**config.mk**
```make
export PLATFORM = sky130hd
export DESIGN_NAME = mcycle_sequencer_flat
export DESIGN_NICKNAME = d
export VERILOG_FILES = /design/src/rtl/mcycle_sequencer_if.sv /design/src/rtl/mcycle_sequencer.sv /design/src/flat_wrapper.sv
export SDC_FILE = /design/constraint.sdc
export NUM_CORES = 1
export LEC_CHECK = 0
export CORE_MARGIN = 8
export CORE_UTILIZATION = 42
export DETAILED_ROUTE_END_ITERATION = 10
export GPL_TIMING_DRIVEN = 0
export PLACE_DENSITY = 0.76
export SLEW_MARGIN = 10
export SYNTH_ARGS = -nofsm -noshare
export SYNTH_HDL_FRONTEND = slang
export SYNTH_SLANG_ARGS = --single-unit
```
**constraint.sdc**
```tcl
create_clock -name i_Clk -period 1.6 [get_ports i_Clk]
set_clock_uncertainty 0.05 [all_clocks]
set_input_delay 0.4 -clock i_Clk [delete_from_list [all_inputs] [get_ports i_Clk]]
set_output_delay 0.4 -clock i_Clk [all_outputs]
set_load 0.02 [all_outputs]
```
**src/rtl/mcycle_sequencer_if.sv**
```systemverilog
// Sequencer bus bundle between the control unit and mcycle_sequencer.
//   master : control-unit side. Drives enable/wait/fetch/halt/stop/wake and
//            observes the timing vectors and status.
//   slave  : the sequencer itself.
// Signal names keep the i_/o_ prefixes as seen from the sequencer.
interface mcycle_sequencer_if #(
  parameter int MAX_MCYCLES = 8
);
  logic                   i_Enable;
  logic                   i_Wait;
  logic                   i_IR_Fetch;
  logic                   i_Halt;
  logic                   i_Stop;
  logic                   i_Wake;
  logic [3:0]             o_Cycle_Step;
  logic [MAX_MCYCLES-1:0] o_Cycle_Count;
  logic                   o_Active;
  logic                   o_IR_Load;
  logic                   o_Stopped;
  logic                   o_Overrun;
  logic [1:0]             o_State;

  modport master (
    output i_Enable, i_Wait, i_IR_Fetch, i_Halt, i_Stop, i_Wake,
    input  o_Cycle_Step, o_Cycle_Count, o_Active, o_IR_Load,
           o_Stopped, o_Overrun, o_State
  );

  modport slave (
    input  i_Enable, i_Wait, i_IR_Fetch, i_Halt, i_Stop, i_Wake,
    output o_Cycle_Step, o_Cycle_Count, o_Active, o_IR_Load,
           o_Stopped, o_Overrun, o_State
  );
endinterface

```
**src/rtl/mcycle_sequencer.sv**
```systemverilog
// mcycle_sequencer: T-state / M-cycle timing generator for the CPU control
// unit, plus HALT/STOP low-power states and bus-wait stalls.
// Ports:
//   i_Clk      CPU clock
//   i_Reset_n  asynchronous active-low reset
//   bus        mcycle_sequencer_if.slave
//     in : i_Enable (tick enable), i_Wait (bus stall), i_IR_Fetch (microcode
//          fetch request), i_Halt / i_Stop (decoded opcode), i_Wake
//     out: o_Cycle_Step (one-hot T1..T4), o_Cycle_Count (one-hot M1..Mn),
//          o_Active (RUN), o_IR_Load (comb IR strobe), o_Stopped (STOP),
//          o_Overrun (sticky count wrap), o_State (00 BOOT 01 RUN 10 HALT
//          11 STOP)
module mcycle_sequencer #(
  parameter int MAX_MCYCLES = 8
) (
  input  logic               i_Clk,
  input  logic               i_Reset_n,
  mcycle_sequencer_if.slave  bus
);

  typedef enum logic [1:0] {
    ST_BOOT = 2'b00,
    ST_RUN  = 2'b01,
    ST_HALT = 2'b10,
    ST_STOP = 2'b11
  } state_t;

  localparam logic [3:0]             T1 = 4'b0001;
  localparam logic [MAX_MCYCLES-1:0] M1 = {{(MAX_MCYCLES-1){1'b0}}, 1'b1};

  state_t                 state_q, state_d;
  logic [3:0]             step_q, step_d;
  logic [MAX_MCYCLES-1:0] count_q, count_d;
  logic                   overrun_q, overrun_d;
  logic                   adv;
  logic                   at_t4;
  logic                   ir_load;

  // A tick only moves the T-state when running and the bus is not stalled.
  assign adv     = bus.i_Enable & ~bus.i_Wait & (state_q == ST_RUN);
  assign at_t4   = step_q[3];
  // Opcode lands in IR on the closing T4 of the fetch M-cycle.
  assign ir_load = adv & at_t4 & bus.i_IR_Fetch;

  // State register. i_Enable gates every update, so a low enable freezes
  // the whole sequencer regardless of what the next-state logic proposes.
  always_ff @(posedge i_Clk or negedge i_Reset_n) begin
    if (!i_Reset_n) begin
      state_q   <= ST_BOOT;
      step_q    <= T1;
      count_q   <= M1;
      overrun_q <= 1'b0;
    end else if (bus.i_Enable) begin
      state_q   <= state_d;
      step_q    <= step_d;
      count_q   <= count_d;
      overrun_q <= overrun_d;
    end
  end

  // Next-state logic.
  always_comb begin
    state_d   = state_q;
    step_d    = step_q;
    count_d   = count_q;
    overrun_d = overrun_q;
    case (state_q)
      ST_BOOT: begin
        // First enabled tick starts the opcode fetch at M1/T1.
        state_d = ST_RUN;
        step_d  = T1;
        count_d = M1;
      end
      ST_RUN: begin
        if (adv) begin
          step_d = {step_q[2:0], step_q[3]};
          if (at_t4) begin
            if (bus.i_IR_Fetch) begin
              count_d = M1;
              // STOP outranks HALT when both decode at the same fetch.
              if (bus.i_Stop)      state_d = ST_STOP;
              else if (bus.i_Halt) state_d = ST_HALT;
            end else if (count_q[MAX_MCYCLES-1]) begin
              // Microcode ran past the last M-cycle without fetching:
              // restart the count and flag it until reset.
              count_d   = M1;
              overrun_d = 1'b1;
            end else begin
              count_d = {count_q[MAX_MCYCLES-2:0], 1'b0};
            end
          end
        end
      end
      ST_HALT, ST_STOP: begin
        // Park at T1/M1 so the resume starts a clean fetch. Wake on the
        // entry tick is not seen here, so the low-power state lasts at
        // least one tick.
        step_d  = T1;
        count_d = M1;
        if (bus.i_Wake) state_d = ST_RUN;
      end
      default: begin
        state_d = ST_BOOT;
        step_d  = T1;
        count_d = M1;
      end
    endcase
  end

  assign bus.o_Cycle_Step  = step_q;
  assign bus.o_Cycle_Count = count_q;
  assign bus.o_Active      = (state_q == ST_RUN);
  assign bus.o_IR_Load     = ir_load;
  assign bus.o_Stopped     = (state_q == ST_STOP);
  assign bus.o_Overrun     = overrun_q;
  assign bus.o_State       = state_q;

endmodule

```
**src/flat_wrapper.sv**
```systemverilog
// flat-port wrapper written by rule: the top's interface ports become plain ports
module mcycle_sequencer_flat 
#(
  parameter int MAX_MCYCLES = 8
)
  (i_Clk, i_Reset_n, bus_i_Enable, bus_i_Wait, bus_i_IR_Fetch, bus_i_Halt, bus_i_Stop, bus_i_Wake, bus_o_Cycle_Step, bus_o_Cycle_Count, bus_o_Active, bus_o_IR_Load, bus_o_Stopped, bus_o_Overrun, bus_o_State);
  mcycle_sequencer_if #(.MAX_MCYCLES(MAX_MCYCLES)) bus_i ();
  input  logic i_Clk;
  input  logic i_Reset_n;
  input wire logic [$bits(bus_i.i_Enable)-1:0] bus_i_Enable;
  input wire logic [$bits(bus_i.i_Wait)-1:0] bus_i_Wait;
  input wire logic [$bits(bus_i.i_IR_Fetch)-1:0] bus_i_IR_Fetch;
  input wire logic [$bits(bus_i.i_Halt)-1:0] bus_i_Halt;
  input wire logic [$bits(bus_i.i_Stop)-1:0] bus_i_Stop;
  input wire logic [$bits(bus_i.i_Wake)-1:0] bus_i_Wake;
  output wire logic [$bits(bus_i.o_Cycle_Step)-1:0] bus_o_Cycle_Step;
  output wire logic [$bits(bus_i.o_Cycle_Count)-1:0] bus_o_Cycle_Count;
  output wire logic [$bits(bus_i.o_Active)-1:0] bus_o_Active;
  output wire logic [$bits(bus_i.o_IR_Load)-1:0] bus_o_IR_Load;
  output wire logic [$bits(bus_i.o_Stopped)-1:0] bus_o_Stopped;
  output wire logic [$bits(bus_i.o_Overrun)-1:0] bus_o_Overrun;
  output wire logic [$bits(bus_i.o_State)-1:0] bus_o_State;
  assign bus_i.i_Enable = bus_i_Enable;
  assign bus_i.i_Wait = bus_i_Wait;
  assign bus_i.i_IR_Fetch = bus_i_IR_Fetch;
  assign bus_i.i_Halt = bus_i_Halt;
  assign bus_i.i_Stop = bus_i_Stop;
  assign bus_i.i_Wake = bus_i_Wake;
  assign bus_o_Cycle_Step = bus_i.o_Cycle_Step;
  assign bus_o_Cycle_Count = bus_i.o_Cycle_Count;
  assign bus_o_Active = bus_i.o_Active;
  assign bus_o_IR_Load = bus_i.o_IR_Load;
  assign bus_o_Stopped = bus_i.o_Stopped;
  assign bus_o_Overrun = bus_i.o_Overrun;
  assign bus_o_State = bus_i.o_State;
  mcycle_sequencer #(.MAX_MCYCLES(MAX_MCYCLES)) u_core (.i_Clk(i_Clk), .i_Reset_n(i_Reset_n), .bus(bus_i));
endmodule
```
==> results.yml <==
cells_and_area:
  antenna_cells: 0
  fillers: 144
  area_delta_synth_final_pct: 47.1
  post_route_cells_drive_above_1_share_pct: 29.9
  nets: 106
  fin_area_um2: 1050
  final_util_pct: 63.4
clocking:
  cts_buffers: 3
  clock_latency_ns: 0.28
  h-tree-depth: 1
  cts_tree: "built"
  ctsRootBufferMaster: "clkbuf_4"
  ctsLongestPathBuffers: 2
  cts.sinks: 15
  clk_pin_slew_ns: 0.09
floorplan:
  initial_core_util_pct: 43.1
  rows: 15
  die_width_um: 57.2
  core_area_um2: 1650
  die_y_um: 57.2
  ios: 26
  die-area_um2: 3270
synth:
  synth_warnings: 0
  synth_largest_area_cell: "dfrtp_1"
  yosysUniqueCellTypes: 22
  synthTopCellsByArea: "dfrtp_1 (46%), mux2i_1 (11%), dfstp_2 (7.4%)"
  seq_area_frac_synth_pct: 53.1
  synth_top_cell_area_share_pct: 45.7
  syn_inst: 61
  synth_area_per_cell_um2: 11.7
  netlist_area_um2: 712
  syn_nets: 69
  ys_ff_latch: 15
timing:
  rsz0062_at_grt: "yes"
  min_period_over_period_pct: 111
  drv_slew: 0
  tightest_slew_ns: 0.661
  min_period_ns: 1.77
  max_freq_ghz: 0.564
  setup_viol: 3
  slew_headroom_pct: 55.8
  setup_slack_ns: -0.172
  finalHoldViolations: 0
global_route:
  grt_first_pass_wirelength_mm: 2.77
  use_met2_pct: 16.3
  grt-ovfl-total: 0
  use_met1_pct: 11.9
  grt_antenna_before_repair: 0
  grt_pass1_vias: 602
  track_usage_pct: 10.4
  use_met3_pct: 5.54
  grt-busiest-layer: "met2"
  grt_max_degree: 16
place:
  dp_hpwl_mm: 1.23
  place.gp.congestion: 0.698
  port_buffers: 25
  placed_area_um2: 983
  dp_slack_ns: -0.937
detailed_routing:
  wl_mm: 1.63
  antenna_left: 0
  drtIter0Drc: 5
  drc_errors: 0
  dr.pass1.iters: 2
  vias: 572
  vias_per_cell: 5.02
  wl_per_cell_um: 14.3
worst_setup_path:
  start_kind: "flop"
  critPathKind: "flop to output port"
  crit_arrival_ns: 1.32
  end_kind: "output port"
  cp_max_fo: 4
  critPathRequiredTime_ns: 1.15
flow_run:
  drv_cap: 0
pwr:
  power.density_nw_per_um2: 1470
  p_leak_nw: 0.545
  ir_drop_v: 0.000788
hold_path:
  worstHoldPathType: "flop to flop"
status:
  status: "finished, violations left"
  violations: "negative setup slack"
flip-flops by register name, summed over array words and instances (netlist names):
signal	cells
u_core.bus.o_Cycle_Step	4
u_core.bus.o_Overrun	1
u_core.bus.o_Cycle_Count	8
u_core.bus.o_State	2
area by class of cell:
| class | count | area, um2 | area share, % |
|---|---|---|---|
| buffer | 1 | 7.51 | 0.717 |
| clock buffer | 4 | 26.3 | 2.51 |
| inverter | 10 | 37.5 | 3.58 |
| multi-input combinational | 35 | 294 | 28.1 |
| sequential | 15 | 379 | 36.2 |
| tap | 17 | 21.3 | 2.03 |
| timing repair buffer | 32 | 282 | 26.9 |
worst paths after layout:
| check | slack [ns] | cells past startpoint | from | end |
|---|---|---|---|---|
| setup / recovery | -0.17 | 3 | u_core.bus.o_State[1] | bus_o_IR_Load |
| hold / removal | 0.42 | 1 | u_core.bus.o_Overrun | u_core.bus.o_Overrun |
| setup reg to reg | 0.13 | 5 | u_core.bus.o_State[0] | u_core.bus.o_State[1] |
| hold reg to reg | 0.42 | 1 | u_core.bus.o_Overrun | u_core.bus.o_Overrun |
| max in group asynchronous | 0.57 | 1 | i_Reset_n | u_core.bus.o_State[1] |
| min in group asynchronous | 0.47 | 1 | i_Reset_n | u_core.bus.o_State[0] |
layer usage:
metal  up-vias  share of wire, %
met2        21                46
met5         -                 0
met1       271                45
li1        278                 -
met3         2               8.1
met4         0               1.2
where the power goes:
group / leakage (nW) / switching, mW / internal [mW]
sequential: 0.190 / 0.110 / 0.527
clock: 0.0150 / 0.114 / 0.0966
combinational: 0.341 / 0.376 / 0.314
synthesized netlist by cell type:
cell type / count
a21bo_2: 1
a21boi_1: 1
a21o_1: 1
a21oi_1: 1
a22o_1: 1
a22o_2: 3
a31oi_1: 1
a41o_1: 1
and2_2: 1
and3_4: 1
and4bb_4: 1
buf_4: 1
dfrtp_1: 13
dfstp_2: 2
inv_1: 10
mux2i_1: 8
nand2_1: 8
nand2b_1: 2
nor2b_2: 1
nor4b_4: 1
or2_2: 1
or2b_1: 1
per-stage QoR:
step	std cells	setup TNS [ns]	hold slack, ns	total power, mW
global placement	103	-2.16	0.415	1.40
detailed placement	103	-2.56	0.409	1.42
global route	114	-0.452	0.448	1.65
floorplan	61	0	0.0544	1.04
finish	114	-0.339	0.420	1.54
CTS	111	-0.256	0.424	1.57
cell families (layout without fill, tap and decap cells):
kind of cell,count (synthesis),after routing,synth area share [%]
buf+inv,11,47,6.33
mux,8,8,11.2
compound gates,10,10,12.0
simple gates,17,17,17.4
flops,15,15,53.1
worst max-delay path, cell delays in order, from the launching register on:
cell and delay (ns):
dfrtp_2 0.43, and4bb_4 0.31, and3_4 0.19, buf_6 0.11
placed cells by master, fill, tap and decap left out, types with 2 or more instances in the layout:
cell type	count
mux2i_1	8
clkdlybuf4s50_1	5
nand2_1	8
clkbuf_4	3
dlygate4sd2_1	15
dfrtp_1	12
buf_4	7
inv_1	10
dfstp_2	2
buf_6	4
nand2b_1	2
a22o_2	3
what timing repair did:
item | 4_1_cts | 5_1_grt
resized for setup | 40 | 3
pin swaps | 1 | 1
buffers inserted | 4 | 3
hold buffers | 0 | 0
setup endpoints to repair | 18 | 5
Power figures use the tool's default switching activity.
